**src/rtl/mem_port_arbiter_if.sv**
```systemverilog
`default_nettype none
// ============================================================================
// Module   : mem_port_arbiter_if
// Brief    : Requester-side and memory-side bundle for mem_port_arbiter.
// Revision : 1.0 - initial release
// ============================================================================
interface mem_port_arbiter_if;
    logic       req0;
    logic       req1;
    logic       we0;
    logic       we1;
    logic [7:0] addr0;
    logic [7:0] addr1;
    logic [7:0] wdata0;
    logic [7:0] wdata1;
    logic [7:0] rdata0;
    logic [7:0] rdata1;
    logic       ack0;
    logic       ack1;
    logic       err0;
    logic       err1;
    logic       mem_read_en;
    logic       mem_write_en;
    logic [7:0] mem_address;
    logic [7:0] mem_write_data;
    logic [7:0] mem_read_data;
    logic       mem_ready;
    logic       busy;
    logic       owner;

    // The arbiter itself: serves the requesters, drives the memory strobes.
    modport slave (
        input  req0, req1, we0, we1, addr0, addr1, wdata0, wdata1,
        input  mem_read_data, mem_ready,
        output rdata0, rdata1, ack0, ack1, err0, err1,
        output mem_read_en, mem_write_en, mem_address, mem_write_data,
        output busy, owner
    );

    // Requesters plus memory model, as seen from outside the arbiter.
    modport master (
        output req0, req1, we0, we1, addr0, addr1, wdata0, wdata1,
        output mem_read_data, mem_ready,
        input  rdata0, rdata1, ack0, ack1, err0, err1,
        input  mem_read_en, mem_write_en, mem_address, mem_write_data,
        input  busy, owner
    );
endinterface
`default_nettype wire

```
**src/rtl/mem_port_arbiter.sv**
```systemverilog
`default_nettype none
// ============================================================================
// Module   : mem_port_arbiter
// Brief    : Round-robin two-port arbiter onto one 8-bit memory, with timeout.
// Revision : 1.0 - initial release
// ============================================================================
module mem_port_arbiter #(
    parameter int TIMEOUT = 15,
    parameter int CNT_W   = 4
) (
    input  wire logic          clk,
    input  wire logic          reset,
    mem_port_arbiter_if.slave  bus
);

    typedef enum logic [1:0] {
        S_IDLE   = 2'd0,
        S_ACCESS = 2'd1,
        S_RESP   = 2'd2
    } state_t;

    localparam logic [CNT_W-1:0] c_TO_LAST = CNT_W'(TIMEOUT == 0 ? 0 : TIMEOUT - 1);

    state_t           r_state;
    logic             r_prio;
    logic             r_owner;
    logic             r_we;
    logic [CNT_W-1:0] r_cnt;
    logic [7:0]       r_rdata0;
    logic [7:0]       r_rdata1;
    logic             r_ack0;
    logic             r_ack1;
    logic             r_err0;
    logic             r_err1;
    logic             r_mem_read_en;
    logic             r_mem_write_en;
    logic [7:0]       r_mem_address;
    logic [7:0]       r_mem_write_data;
    logic             r_busy;

    logic             w_pick;
    logic             w_we;
    logic [7:0]       w_addr;
    logic [7:0]       w_wdata;

    // With both requesting, the pointer decides; otherwise the lone requester wins.
    assign w_pick  = (bus.req0 && bus.req1) ? r_prio : bus.req1;
    assign w_we    = w_pick ? bus.we1    : bus.we0;
    assign w_addr  = w_pick ? bus.addr1  : bus.addr0;
    assign w_wdata = w_pick ? bus.wdata1 : bus.wdata0;

    always_ff @(posedge clk) begin
        if (reset) begin
            r_state          <= S_IDLE;
            r_prio           <= 1'b0;
            r_owner          <= 1'b0;
            r_we             <= 1'b0;
            r_cnt            <= '0;
            r_rdata0         <= 8'h00;
            r_rdata1         <= 8'h00;
            r_ack0           <= 1'b0;
            r_ack1           <= 1'b0;
            r_err0           <= 1'b0;
            r_err1           <= 1'b0;
            r_mem_read_en    <= 1'b0;
            r_mem_write_en   <= 1'b0;
            r_mem_address    <= 8'h00;
            r_mem_write_data <= 8'h00;
            r_busy           <= 1'b0;
        end else begin
            case (r_state)
                S_IDLE: begin
                    if (bus.req0 || bus.req1) begin
                        r_owner          <= w_pick;
                        r_we             <= w_we;
                        r_mem_address    <= w_addr;
                        r_mem_write_data <= w_wdata;
                        r_mem_read_en    <= ~w_we;
                        r_mem_write_en   <= w_we;
                        r_cnt            <= '0;
                        r_busy           <= 1'b1;
                        r_state          <= S_ACCESS;
                    end
                end

                S_ACCESS: begin
                    if (bus.mem_ready) begin
                        r_mem_read_en  <= 1'b0;
                        r_mem_write_en <= 1'b0;
                        if (!r_we) begin
                            if (r_owner) r_rdata1 <= bus.mem_read_data;
                            else         r_rdata0 <= bus.mem_read_data;
                        end
                        r_ack0  <= ~r_owner;
                        r_ack1  <= r_owner;
                        r_state <= S_RESP;
                    end else begin
                        r_cnt <= r_cnt + 1'b1;
                        // Strobe has now been high for TIMEOUT cycles: abort.
                        if ((TIMEOUT != 0) && (r_cnt == c_TO_LAST)) begin
                            r_mem_read_en  <= 1'b0;
                            r_mem_write_en <= 1'b0;
                            if (!r_we) begin
                                if (r_owner) r_rdata1 <= 8'h00;
                                else         r_rdata0 <= 8'h00;
                            end
                            r_ack0  <= ~r_owner;
                            r_ack1  <= r_owner;
                            r_err0  <= ~r_owner;
                            r_err1  <= r_owner;
                            r_state <= S_RESP;
                        end
                    end
                end

                S_RESP: begin
                    r_ack0  <= 1'b0;
                    r_ack1  <= 1'b0;
                    r_err0  <= 1'b0;
                    r_err1  <= 1'b0;
                    r_prio  <= ~r_owner;
                    r_cnt   <= '0;
                    r_busy  <= 1'b0;
                    r_state <= S_IDLE;
                end

                default: r_state <= S_IDLE;
            endcase
        end
    end

    assign bus.rdata0         = r_rdata0;
    assign bus.rdata1         = r_rdata1;
    assign bus.ack0           = r_ack0;
    assign bus.ack1           = r_ack1;
    assign bus.err0           = r_err0;
    assign bus.err1           = r_err1;
    assign bus.mem_read_en    = r_mem_read_en;
    assign bus.mem_write_en   = r_mem_write_en;
    assign bus.mem_address    = r_mem_address;
    assign bus.mem_write_data = r_mem_write_data;
    assign bus.busy           = r_busy;
    assign bus.owner          = r_owner;

endmodule
`default_nettype wire

```
**src/flat_wrapper.sv**
```systemverilog
// flat-port wrapper written by rule: the top's interface ports become plain ports
module mem_port_arbiter_flat 
#(
    parameter int TIMEOUT = 15,
    parameter int CNT_W   = 4
)
  (clk, reset, bus_req0, bus_req1, bus_we0, bus_we1, bus_addr0, bus_addr1, bus_wdata0, bus_wdata1, bus_mem_read_data, bus_mem_ready, bus_rdata0, bus_rdata1, bus_ack0, bus_ack1, bus_err0, bus_err1, bus_mem_read_en, bus_mem_write_en, bus_mem_address, bus_mem_write_data, bus_busy, bus_owner);
  mem_port_arbiter_if bus_i ();
  input  wire logic clk;
  input  wire logic reset;
  input wire logic [$bits(bus_i.req0)-1:0] bus_req0;
  input wire logic [$bits(bus_i.req1)-1:0] bus_req1;
  input wire logic [$bits(bus_i.we0)-1:0] bus_we0;
  input wire logic [$bits(bus_i.we1)-1:0] bus_we1;
  input wire logic [$bits(bus_i.addr0)-1:0] bus_addr0;
  input wire logic [$bits(bus_i.addr1)-1:0] bus_addr1;
  input wire logic [$bits(bus_i.wdata0)-1:0] bus_wdata0;
  input wire logic [$bits(bus_i.wdata1)-1:0] bus_wdata1;
  input wire logic [$bits(bus_i.mem_read_data)-1:0] bus_mem_read_data;
  input wire logic [$bits(bus_i.mem_ready)-1:0] bus_mem_ready;
  output wire logic [$bits(bus_i.rdata0)-1:0] bus_rdata0;
  output wire logic [$bits(bus_i.rdata1)-1:0] bus_rdata1;
  output wire logic [$bits(bus_i.ack0)-1:0] bus_ack0;
  output wire logic [$bits(bus_i.ack1)-1:0] bus_ack1;
  output wire logic [$bits(bus_i.err0)-1:0] bus_err0;
  output wire logic [$bits(bus_i.err1)-1:0] bus_err1;
  output wire logic [$bits(bus_i.mem_read_en)-1:0] bus_mem_read_en;
  output wire logic [$bits(bus_i.mem_write_en)-1:0] bus_mem_write_en;
  output wire logic [$bits(bus_i.mem_address)-1:0] bus_mem_address;
  output wire logic [$bits(bus_i.mem_write_data)-1:0] bus_mem_write_data;
  output wire logic [$bits(bus_i.busy)-1:0] bus_busy;
  output wire logic [$bits(bus_i.owner)-1:0] bus_owner;
  assign bus_i.req0 = bus_req0;
  assign bus_i.req1 = bus_req1;
  assign bus_i.we0 = bus_we0;
  assign bus_i.we1 = bus_we1;
  assign bus_i.addr0 = bus_addr0;
  assign bus_i.addr1 = bus_addr1;
  assign bus_i.wdata0 = bus_wdata0;
  assign bus_i.wdata1 = bus_wdata1;
  assign bus_i.mem_read_data = bus_mem_read_data;
  assign bus_i.mem_ready = bus_mem_ready;
  assign bus_rdata0 = bus_i.rdata0;
  assign bus_rdata1 = bus_i.rdata1;
  assign bus_ack0 = bus_i.ack0;
  assign bus_ack1 = bus_i.ack1;
  assign bus_err0 = bus_i.err0;
  assign bus_err1 = bus_i.err1;
  assign bus_mem_read_en = bus_i.mem_read_en;
  assign bus_mem_write_en = bus_i.mem_write_en;
  assign bus_mem_address = bus_i.mem_address;
  assign bus_mem_write_data = bus_i.mem_write_data;
  assign bus_busy = bus_i.busy;
  assign bus_owner = bus_i.owner;
  mem_port_arbiter #(.TIMEOUT(TIMEOUT), .CNT_W(CNT_W)) u_core (.clk(clk), .reset(reset), .bus(bus_i));
endmodule
```
**config.mk**
```make
export PLATFORM = sky130hd
export DESIGN_NAME = mem_port_arbiter_flat
export DESIGN_NICKNAME = d
export VERILOG_FILES = /design/src/rtl/mem_port_arbiter_if.sv /design/src/rtl/mem_port_arbiter.sv /design/src/flat_wrapper.sv
export SDC_FILE = /design/constraint.sdc
export NUM_CORES = 1
export LEC_CHECK = 0
export ABC_AREA = 1
export CAP_MARGIN = 25
export CELL_PAD_IN_SITES_DETAIL_PLACEMENT = 1
export CELL_PAD_IN_SITES_GLOBAL_PLACEMENT = 1
export CORE_ASPECT_RATIO = 0.7
export CORE_MARGIN = 2
export CORE_UTILIZATION = 27
export CTS_CLUSTER_DIAMETER = 120
export DETAILED_ROUTE_END_ITERATION = 8
export PLACE_DENSITY = 0.79
export SETUP_SLACK_MARGIN = 0.2
export SLEW_MARGIN = 20
export SYNTH_ARGS = -nofsm -noshare
export SYNTH_HDL_FRONTEND = slang
export SYNTH_SLANG_ARGS = --single-unit
```
**constraint.sdc**
```tcl
create_clock -name clk -period 1.2 [get_ports clk]
set_input_delay 0.12 -clock clk [delete_from_list [all_inputs] [get_ports clk]]
set_output_delay 0.12 -clock clk [all_outputs]
set_load 0.01 [all_outputs]
```
Yosys cells after proc, flatten, opt, wreduce, memory -nomap -nowiden
Index checks and enable logic that the tools add are counted.
{ "totals": {"out_inout_bits": 40, "word_cells": 85, "inputBits": 47, "ff_bits": 48, "romBits": 0, "latchBits": 0, "memories": 0, "ram_bits": 0} }
{ "classes": {"eq_ne": 7, "magnitude_cmp": 0, "bitwise_logic": 3, "multipliers": 0, "reduce_logical": 17, "n_mux": 41, "add_sub_neg": 1, "n_shift": 0, "n_div": 0} }
{ "op_table": {"columns": ["cell", "n"], "rows": [
  ["$mux W8", 14],
  ["$pmux W1 S2", 7],
  ["$mux W1", 13],
  ["$pmux W4 S3", 1],
  ["$reduce_and A3 Y1", 3],
  ["$mux W4", 2],
  ["$reduce_and A2 Y1", 4],
  ["$reduce_and A4 Y1", 2],
  ["$reduce_bool A2 Y1", 4],
  ["$mux W2", 3],
  ["$add A4 B1 Y4 const B", 1],
  ["$eq A4 B4 Y1 const B", 1],
  ["$ne A2 B1 Y1 const B", 2],
  ["$pmux W2 S2", 1],
  ["$ne A3 B2 Y1 const B", 1],
  ["$not A1 Y1", 3],
  ["$reduce_bool A3 Y1", 1],
  ["$eq A2 B1 Y1 const B", 1],
  ["$eq A2 B2 Y1 const B", 1],
  ["$logic_not A2 Y1", 1],
  ["$ne A2 B2 Y1 const B", 1],
  ["$logic_and A1 B1 Y1", 1],
  ["$logic_or A1 B1 Y1", 1]
]} }

Depth between registers and ports, before layout
Gate-level depths: netlist (run 1).
{ "logic_depth": {"word_depth": 6, "mapped_depth": 9, "mapped_depth_nobuf": 8} }

Least setup slack after synthesis (run 1)
No wires, ideal clock.
{ "synth_path": {"kind": "register -> register", "start": "register u_core.r_state[1]", "end": "register u_core.r_cnt[0]", "n_path_buf": 0, "synth_period_minus_slack_ns": 1.348, "arrival_time_ns": 1.228, "path_stages_with_launch": 7, "required_ns": 1.081, "setup_ns": 0.119, "path_slack_ns": -0.148, "path_cell_list": "dfxtp_1 inv_1 ha_1 a21oi_1 nand2_1 o21ai_0 a21oi_1"} }
{ "synth_via": {"elab_chain_cells": 3, "word_cells_on_any_way": 8, "classes_between": "eq/ne: 4; mux: 1; reduce/logical: 3"} }
{ "synth_lines": {"columns": ["element", "line", "source"], "rows": [
  ["start, declared", "mem_port_arbiter.sv:24", "state_t r_state;"],
  ["start signal, assigned", "mem_port_arbiter.sv:54", "r_state <= S_IDLE;"],
  ["start signal, assigned", "mem_port_arbiter.sv:82", "r_state <= S_ACCESS;"],
  ["start signal, assigned", "mem_port_arbiter.sv:96", "r_state <= S_RESP;"],
  ["$eq A2 B1 Y1, or another cell as far along", "mem_port_arbiter.sv:71", "case (r_state)"],
  ["$ne A2 B2 Y1 (no source line), or another cell as far along", null, null],
  ["$reduce_and A3 Y1 (no source line)", null, null],
  ["end signal, assigned", "mem_port_arbiter.sv:98", "r_cnt <= r_cnt + 1'b1;"],
  ["end, declared", "mem_port_arbiter.sv:28", "logic [CNT_W-1:0] r_cnt;"]
]} }
Several ways; a longest one is shown, not always the timed one.
A chain may end at the register's enable or synchronous reset.

Worst setup path in the final report (run 1)
{ "layout_path": {"start": "register u_core.r_cnt[0]", "end": "register u_core.r_rdata0[0], in the netlist u_core.bus.rdata0[0]"} }
{ "layout_via": {"elab_chain_cells": 3} }
{ "layout_lines": {"columns": ["element", "line", "source"], "rows": [
  ["$eq A4 B4 Y1", "mem_port_arbiter.sv:100", "if ((TIMEOUT != 0) && (r_cnt == c_TO_LAST)) begin"],
  ["$reduce_bool A2 Y1 (no source line)", null, null],
  ["$reduce_and A4 Y1 (no source line)", null, null],
  ["end signal, assigned", "mem_port_arbiter.sv:92", "else r_rdata0 <= bus.mem_read_data;"],
  ["end, declared", "mem_port_arbiter.sv:29", "logic [7:0] r_rdata0;"]
]} }
No other way between the ends.

==> results_dict.tcl, run 1 <==
set metrics [dict create \
    drc_errors 0 \
    clock_sinks 48 \
    cts_buffers 5 \
    dr.pass1.iters 4 \
    crit_start "u_core.r_cnt[0]" \
    fin_crit_sh_pct 115 \
    failed_checks "setup timing" \
    clk_pin_slew_ns 0.07 \
    layout_commonest_cell "nand2_1" \
    clock_skew_ns 0.00940 \
    reg2reg_from "u_core.r_cnt[0]" \
    outcome "complete, but fails checks" \
    cp_max_fo 5 \
    cts_tree "built" \
    routed_wl_um 8390 \
    drv_slew 0 \
    antenna_found_initial 0 \
    setup_slack_ns -0.182 \
    rr_worst_depth 7 \
    stdcell_count 570 \
    drive_gt1_share_pct 36.6 \
    postRouteAntennaNets 0 \
    crit_required_ns 1.39 \
    hp-start "bus_addr1[4]" \
    seq_area_frac_synth_pct 41.2 \
    tightest_slew_ns 0.310 \
    via_count 2670 \
    syn_nets 396 \
    grt_max_degree 34 \
    min_to "u_core.bus.mem_address[4]" \
    routedWlPerCell_um 14.7 \
    nFillCells 1045 \
    max_freq_ghz 0.723 \
    port-buffer-count 86 \
    worstHoldPathCells 5 \
    antenna_cells 0 \
    tns_ns -3.52 \
    h-tree-depth 2 \
    grt-ovfl-total 0 \
    syn2layout_area_growth_pct 71.2 \
    rows 28 \
    max-clock-path-buffers 2 \
    die_h_um 81.8 \
    dieArea_um2 9410 \
    place_hpwl_um 5840 \
    ctsHoldBuffers 0 \
    worstSetupStartpointType "flop" \
    arrival_ns 1.58 \
    grtUsageTotal_pct 18.3 \
    slew_headroom_pct 79.4 \
    synthDistinctLibCells 21 \
    clock_latency_ns 0.29 \
    finalNetCount 518 \
    synthCells 342 \
    p_leak_uw 0.00180 \
    r2r_end "u_core.bus.rdata0[0]" \
    setup_viol 46 \
    core-area_um2 8410 \
    post_synth.cell_area_avg_um2 6.82 \
    io_pins 87 \
    drt_iter0_markers 43 \
    maxCapViolCount 0 \
    initial_utilization_pct 27.8 \
    routabilityCongestion 0.796 \
    fin_crit_ns 1.38 \
    yosys_register_bits 48 \
    peakVddDrop_mv 0.690 \
    ys_warn_count 0 \
    rsz0062_at_grt "true" \
    p_per_area_nw_per_um2 1270 \
    r2r_slack_ns -0.18 \
    end_kind "flop" \
    hold_viol 0 \
    final_cell_mix "85 x nand2_1, 45 x clkdlybuf4s50_1, 39 x nor2_1" \
    syn_area_um2 2330 \
    crit_type "flop to flop" \
    grt_pass1_vias 2765 \
    root_buffer "clkbuf_16" \
    die_w_um 115 \
    grt_pass1_wl_um 13500 \
    dp_cells 545 \
    hold_path.class "primary input to flop" \
    vias_per_cell 4.68 \
]
## cell type report
cell class,instances,area [µm²],share of cell area (%)
Multi-Input combinational cell,244,1420,35.6
Sequential cell,48,997,25.0
Tap cell,105,131,3.29
Clock buffer,5,125,3.13
Inverter,39,160,4.01
Clock inverter,3,22.5,0.564
Timing Repair Buffer,126,1130,28.4
## state kept, by name (all words and copies together) (netlist names)
| name | cells |
|---|---|
| u_core.bus.ack1 | 1 |
| u_core.bus.mem_write_en | 1 |
| u_core.bus.rdata0 | 8 |
| u_core.r_cnt | 4 |
| u_core.bus.mem_read_en | 1 |
| u_core.bus.err1 | 1 |
| u_core.bus.owner | 1 |
| u_core.bus.busy | 1 |
| u_core.r_state | 2 |
| u_core.bus.ack0 | 1 |
| u_core.bus.err0 | 1 |
| u_core.r_prio | 1 |
| u_core.bus.mem_address | 8 |
| u_core.r_we | 1 |
| u_core.bus.mem_write_data | 8 |
| u_core.bus.rdata1 | 8 |
## where the power goes
part	switching, µW	total [µW]	internal, µW
logic	931	1770	839
registers	122	1890	1770
clock network	635	1410	778
## worst max path at each step
stage	cells after the start	slack (ns)	endpoint
2_1_floorplan	8	0.005	u_core.bus.mem_address[1]
3_3_place_gp	7	-0.23	u_core.r_cnt[0]
3_5_place_dp	7	-0.34	u_core.bus.mem_write_en
4_1_cts	9	-0.11	u_core.bus.mem_address[6]
5_1_grt	7	-0.26	u_core.bus.rdata0[0]
6_report	7	-0.18	u_core.bus.rdata0[0]
## cells in the mapped netlist, drive strengths merged
cell    count  share of area, %
buf        11               3.5
ha          7               3.8
xor2        1              0.38
o21ai       5               1.1
nand3      27               6.0
a21oi      31               6.6
nand2     103                17
dfxtp      48                41
inv        39               6.3
clkbuf      3              0.48
nand4      19               5.1
nor2       48               8.6
## metrics by stage
stage	power, µW	instance area, µm²	util (%)	hold slack [ns]	setup WS [ns]
2_1_floorplan	2770	2460	-	0.311	0.00496
3_3_place_gp	3450	3580	42.6	0.453	-0.230
3_5_place_dp	3510	3580	42.6	0.458	-0.344
4_1_cts	5070	4010	47.7	0.470	-0.105
5_1_grt	5390	3990	47.5	0.494	-0.258
6_report	5080	3990	47.5	0.462	-0.182
## routing by layer
metal / GRT usage (%) / share of wire [%]
met4: 4.82 / 1.5
met1: 21.4 / 43
met3: 5.02 / 6.4
met5: 0 / 0
met2: 33.2 / 50
## critical path: stages (launching register included)
cell,delay (ns)
dfxtp_2,0.33
inv_2,0.07
ha_4,0.14
nand3_4,0.14
buf_12,0.20
nand2_8,0.06
nand4_1,0.09
a21oi_1,0.25
## kinds of logic after synthesis
| group | Yosys count | share of synthesized area (%) |
|---|---|---|
| AOI/OAI and AO/OA | 36 | 7.72 |
| xor gates and xnor gates | 1 | 0.375 |
| adders and majority gates | 7 | 3.75 |
| buffers and inverters | 53 | 10.3 |
| DFF | 48 | 41.2 |
| and+or+nand+nor | 197 | 36.7 |
## timing repair
action	CTS	global route
gates resized for setup	149	60
setup endpoints to repair	88	85
cloned	3	0
pin swaps	20	9
buffers inserted	9	5
No activity file was read; power rests on OpenSTA's default activity.
==> run 2, diff against run 1 <==
- clock period: 1.2 -> 1.1 ns (I/O delays scaled with it)
==> results_dict.tcl, run 2 (synthesized netlist as in run 1, its figures left out) <==
set metrics [dict create \
    routabilityCongestion 0.750 \
    routed_wl_um 9580 \
    crit_type "flop to flop" \
    drv_slew 0 \
    clock_power_share_pct 27.1 \
    stdcell_count 588 \
    grtUsageTotal_pct 19.1 \
    grt_pass1_wl_um 14200 \
    hold_viol 0 \
    place_hpwl_um 5700 \
    tns_ns -11.25 \
    internal_power_uw 4240 \
    swShare_pct 33.2 \
    reg2reg_from "u_core.r_state[0]" \
    antenna_cells 0 \
    r2r_end "u_core.bus.mem_write_data[0]" \
    cp_max_fo 8 \
    postRouteAntennaNets 0 \
    grt_pass1_vias 2860 \
    root_buffer "clkbuf_16" \
    peakVddDrop_mv 0.714 \
    placed_area_um2 3630 \
    p_per_area_nw_per_um2 1450 \
    clock_latency_ns 0.29 \
    top_layer_used "met4" \
    io_pins 87 \
    setup_viol 48 \
    initial_utilization_pct 27.8 \
    end_kind "flop" \
    port-buffer-count 86 \
    via_count 2800 \
    wl_met2_um 4830 \
    slew_headroom_pct 71.8 \
    hold_path.class "flop to flop" \
    regArea_um2 1010 \
    clock_skew_ns 0.0129 \
    rr_worst_depth 10 \
    fin_area_um2 4390 \
    rsz0062_at_grt "true" \
    crit_family "buffers and inverters" \
    max_stage_delay_ns 0.37 \
    p_leak_uw 0.00200 \
    fin_util_pct 52.2 \
    r2r_slack_ns -0.34 \
    clk_pin_slew_ns 0.08 \
    setup_slack_ns -0.342 \
    fin_crit_sh_pct 131 \
    maxCapViolCount 0 \
    failed_checks "setup timing" \
    dp_cells 548 \
    cts_tree "built" \
    h-tree-depth 2 \
    critPathCapture "u_core.bus.mem_write_data[0]" \
    grt-ovfl-total 0 \
    p_switching_uw 2110 \
    rows 28 \
    drc_errors 0 \
    crit_chain "inv_4 > ha_4 > inv_4 > nor2_4 > buf_6 > clkbuf_16 > nor2_1 > nor2_1 > nand2_1 > inv_1" \
    fin_crit_ns 1.44 \
    clock_sinks 48 \
    dieArea_um2 9410 \
    final_cell_mix "77 x nand2_1, 46 x clkdlybuf4s50_1, 35 x buf_2, 35 x buf_4, 33 x inv_1" \
    ctsHoldBuffers 0 \
    path_buf_inv 5 \
    route.met3.wl_um 617 \
    multi_input_area_um2 1540 \
    arrival_ns 1.67 \
    vias_per_cell 4.76 \
    max-clock-path-buffers 2 \
    core-area_um2 8410 \
    die_w_um 115 \
    power.share.combinational_pct 40.1 \
    outcome "complete, but fails checks" \
    die_h_um 81.8 \
    tightest_slew_ns 0.423 \
    pwr-share-seq_pct 32.8 \
    dr.pass1.iters 4 \
    drive_gt1_share_pct 47.2 \
    nFillCells 1025 \
    cts_buffers 5 \
    wl_met1_um 4050 \
    layout_commonest_cell "nand2_1" \
    syn2layout_area_growth_pct 88.3 \
    slowest_stage "dfxtp_4" \
    crit_required_ns 1.33 \
    drt_iter0_markers 57 \
    antenna_found_initial 0 \
    grt_max_degree 19 \
    routedWlPerCell_um 16.3 \
    finalNetCount 536 \
    cp.depth 10 \
    crit_start "u_core.r_state[0]" \
    max_freq_ghz 0.694 \
    worstSetupStartpointType "flop" \
]
[run 2: worst register-to-register path, delay by kind of cell (launching register included)]
kind	cells	cell delay [ns]
AND/OR/NAND/NOR	4	0.38
buffers and inverters	5	0.46
adder cells (fa/ha/maj)	1	0.17
flip-flops	1	0.37
[run 2: stage by stage]
stage	total power, µW	hold WS [ns]	setup slack (ns)
6_report	6350	0.462	-0.342
5_1_grt	6690	0.475	-0.428
4_1_cts	6050	0.457	-0.256
3_5_place_dp	3850	0.452	-0.374
3_3_place_gp	3790	0.450	-0.319
2_1_floorplan	3020	0.301	-0.0950
[run 2: per-layer routing]
layer  global-route usage, %  up-vias
li1                        -     1367
met2                    35.6       99
met4                    3.01        0
met3                    4.94        8
met1                    22.7     1326
met5                       0        -
[run 2: worst min-delay path by stage]
stage	startpoint	end	slack (ns)	cells past startpoint
floorplan	bus_addr1[1]	u_core.bus.mem_address[1]	0.30	4
global placement	u_core.bus.rdata0[3]	u_core.bus.rdata0[3]	0.45	2
detailed placement	u_core.bus.err1	u_core.bus.err1	0.45	2
CTS	bus_addr1[7]	u_core.bus.mem_address[7]	0.46	5
global route	u_core.bus.ack0	u_core.bus.ack0	0.48	2
finish	u_core.bus.ack0	u_core.bus.ack0	0.46	2
[run 2: power by group through the flow]
| stage | Combinational (µW) | Clock (µW) | Sequential [µW] |
|---|---|---|---|
| floorplan | 893 | 0 | 2130 |
| global placement | 1710 | 0 | 2080 |
| detailed placement | 1760 | 0 | 2080 |
| CTS | 2250 | 1740 | 2060 |
| global route | 2760 | 1830 | 2100 |
| finish | 2550 | 1720 | 2080 |
[run 2: final cells by class]
type | count | share of cell area [%]
inverters | 39 | 3.56
clock inverters | 2 | 0.370
repair buffers | 145 | 31.6
clock buffers | 6 | 3.42
multi-input cells | 243 | 34.9
well taps | 105 | 2.99
flip-flops and latches | 48 | 23.1
[run 2: what timing repair did]
| item | in CTS | in global routing |
|---|---|---|
| resized for setup | 230 | 61 |
| endpoints found under the setup margin | 88 | 56 |
| setup buffers | 14 | 10 |
| pin swaps | 24 | 27 |
| gates cloned | 7 | 1 |
==> run 3, diff against run 2 <==
- ABC_AREA: 1 -> 0
- CORE_UTILIZATION: 27 -> 28
==> results_dict.tcl, run 3 <==
set metrics [dict create \
    drive_gt1_share_pct 61.7 \
    routedWlPerCell_um 22.1 \
    routabilityCongestion 0.764 \
    drt_iter0_markers 61 \
    clk_pin_slew_ns 0.10 \
    vias_per_cell 5.10 \
    syn_nets 285 \
    grt_pass1_vias 2608 \
    fin_crit_ns 1.75 \
    io_pins 87 \
    synthDistinctLibCells 37 \
    via_count 2468 \
    antenna_cells 0 \
    ctsHoldBuffers 0 \
    final_cell_mix "58 x buf_6, 44 x clkdlybuf4s50_1, 44 x buf_4" \
    drv_slew 0 \
    clock_sinks 48 \
    antenna_found_initial 0 \
    yosys_register_bits 48 \
    clock_latency_ns 0.31 \
    worstSetupStartpointType "flop" \
    p_leak_uw 0.00194 \
    synth_common_cells "48 x dfxtp_1, 44 x nor2_1, 38 x mux2i_1" \
    place_ws_ns -0.705 \
    setup_viol 48 \
    layout_commonest_cell "buf_6" \
    die_w_um 109 \
    dieArea_um2 8520 \
    cp_max_fo 4 \
    slowest_stage "dfxtp_2" \
    max_stage_delay_ns 0.35 \
    arrival_ns 1.97 \
    core-area_um2 7420 \
    cts_tree "built" \
    yosysMostFrequentCell "dfxtp_1" \
    ys.flop_type "dfxtp_1" \
    rsz0062_at_grt "true" \
    synth_fa_ha_area_share_pct 4.02 \
    fin_crit_sh_pct 159 \
    end_kind "flop" \
    grt_max_degree 18 \
    yosys.area_share.simple_pct 15.3 \
    hold_path.class "primary input to flop" \
    yosys.area.top_type_share_pct 44.1 \
    nFillCells 775 \
    crit_required_ns 1.32 \
    h-tree-depth 2 \
    clock_skew_ns 0.0122 \
    synthMuxAreaShare_pct 17.5 \
    outcome "complete, but fails checks" \
    failed_checks "setup timing" \
    hold_viol 0 \
    syn2layout_area_growth_pct 106 \
    maxCapViolCount 0 \
    synth_top_family_by_area "multiplexers" \
    routed_wl_um 10700 \
    dr.pass1.iters 6 \
    p_per_area_nw_per_um2 1390 \
    max_freq_ghz 0.571 \
    place_hpwl_um 5020 \
    synth-xor-area-share_pct 0 \
    synth_area_leaders "dfxtp_1 44%, mux2i_1 17%, nor2_1 7.6%" \
    post_synth.cell_area_avg_um2 9.44 \
    tightest_slew_ns 0.336 \
    synth_area_leader_cell "dfxtp_1" \
    port-buffer-count 86 \
    slew_headroom_pct 77.5 \
    crit_chain "inv_2 > buf_6 > ha_4 > nor3b_4 > buf_4 > a211oi_2 > nor2_1 > o2bb2ai_1" \
    die_h_um 77.8 \
    seq_area_frac_synth_pct 44.1 \
    syn_area_um2 2180 \
    drc_errors 0 \
    synth_compound_area_share_pct 14.1 \
    tns_ns -23.90 \
    synth_edf_count 0 \
    root_buffer "clkbuf_8" \
    grt_pass1_wl_um 13900 \
    crit_type "flop to flop" \
    setup_slack_ns -0.653 \
    async_reset_ff_share_pct 0 \
    ys_warn_count 0 \
    synthCells 231 \
    initial_utilization_pct 29.4 \
    finalNetCount 440 \
    grtUsageTotal_pct 21.2 \
    grt-ovfl-total 0 \
    postRouteAntennaNets 0 \
    rows 26 \
    cts_buffers 5 \
    peakVddDrop_mv 0.895 \
    max-clock-path-buffers 2 \
]
[run 3: changes by cell type in the layout (fill, tap and decap cells not counted), moves of 18 or more]
cell	before	now
buf_2	35	5
buf_6	14	58
mux2i_1	0	37
nand4_1	19	1
nand2_1	77	4
nand2_2	20	0
inv_1	33	4
[run 3: cell type report]
cell class / count / area (µm²) / share of cell area (%)
inverters: 8 / 35.0 / 0.780
clock buffers: 7 / 96.3 / 2.14
repair buffers: 164 / 1710 / 38.1
multi-input cells: 159 / 1510 / 33.6
well taps: 98 / 123 / 2.73
flip-flops and latches: 48 / 1020 / 22.7
[run 3: cell families (layout without fill, tap and decap cells)]
family,Yosys count,in the layout
AND/OR/NAND/NOR,71,71
flip-flops,48,48
AO/OA/AOI/OAI,43,43
multiplexers,38,38
buffers and inverters,24,179
adder cells (fa/ha/maj),7,7
[run 3: power breakdown]
group | internal [µW] | switching [µW]
Combinational | 1680 | 1250
Clock | 562 | 627
Sequential | 1950 | 167
Total | 4190 | 2050
[run 3: path summary, 6_finish.rpt]
| check | slack, ns | to | from | cells past startpoint |
|---|---|---|---|---|
| max | -0.65 | u_core.bus.mem_write_en | u_core.r_state[1] | 8 |
| max reg2reg | -0.65 | u_core.bus.mem_write_en | u_core.r_state[1] | 8 |
| min | 0.21 | u_core.r_we | reset | 2 |
| min reg2reg | 0.49 | u_core.bus.rdata1[6] | u_core.bus.rdata1[6] | 2 |
[run 3: repair_timing]
action,in CTS,in global routing
resized for setup,263,84
pin swaps,19,23
gates cloned,5,0
endpoints found under the setup margin,88,84
setup buffers,22,19
[run 3: per-layer routing]
metal  part of all wire, %  routed length [µm]  track usage [%]
met1                    42                4490             27.2
met2                    52                5530             37.2
met3                   4.1                 437             3.53
met4                   2.1                 227             4.43
met5                     0                   0                0
[run 3: stage by stage]
step                hold WS, ns  power, µW  std cells  instance area [µm²]  utilization (%)
CTS                       0.130       5490        465                 3950             53.3
finish                    0.211       6230        484                 4490             60.6
global route              0.208       6490        484                 4490             60.6
floorplan                 0.288       2930        231                 2360                -
detailed placement        0.454       3660        431                 3480             46.9
global placement          0.451       3610        431                 3480             46.9
[run 3: critical path, delay by kind of cell (launching register included)]
family	cells	cell delay, ns
AOI/OAI and AO/OA	2	0.20
buffers and inverters	3	0.40
DFF	1	0.35
adders and majority gates	1	0.16
and+or+nand+nor	2	0.54
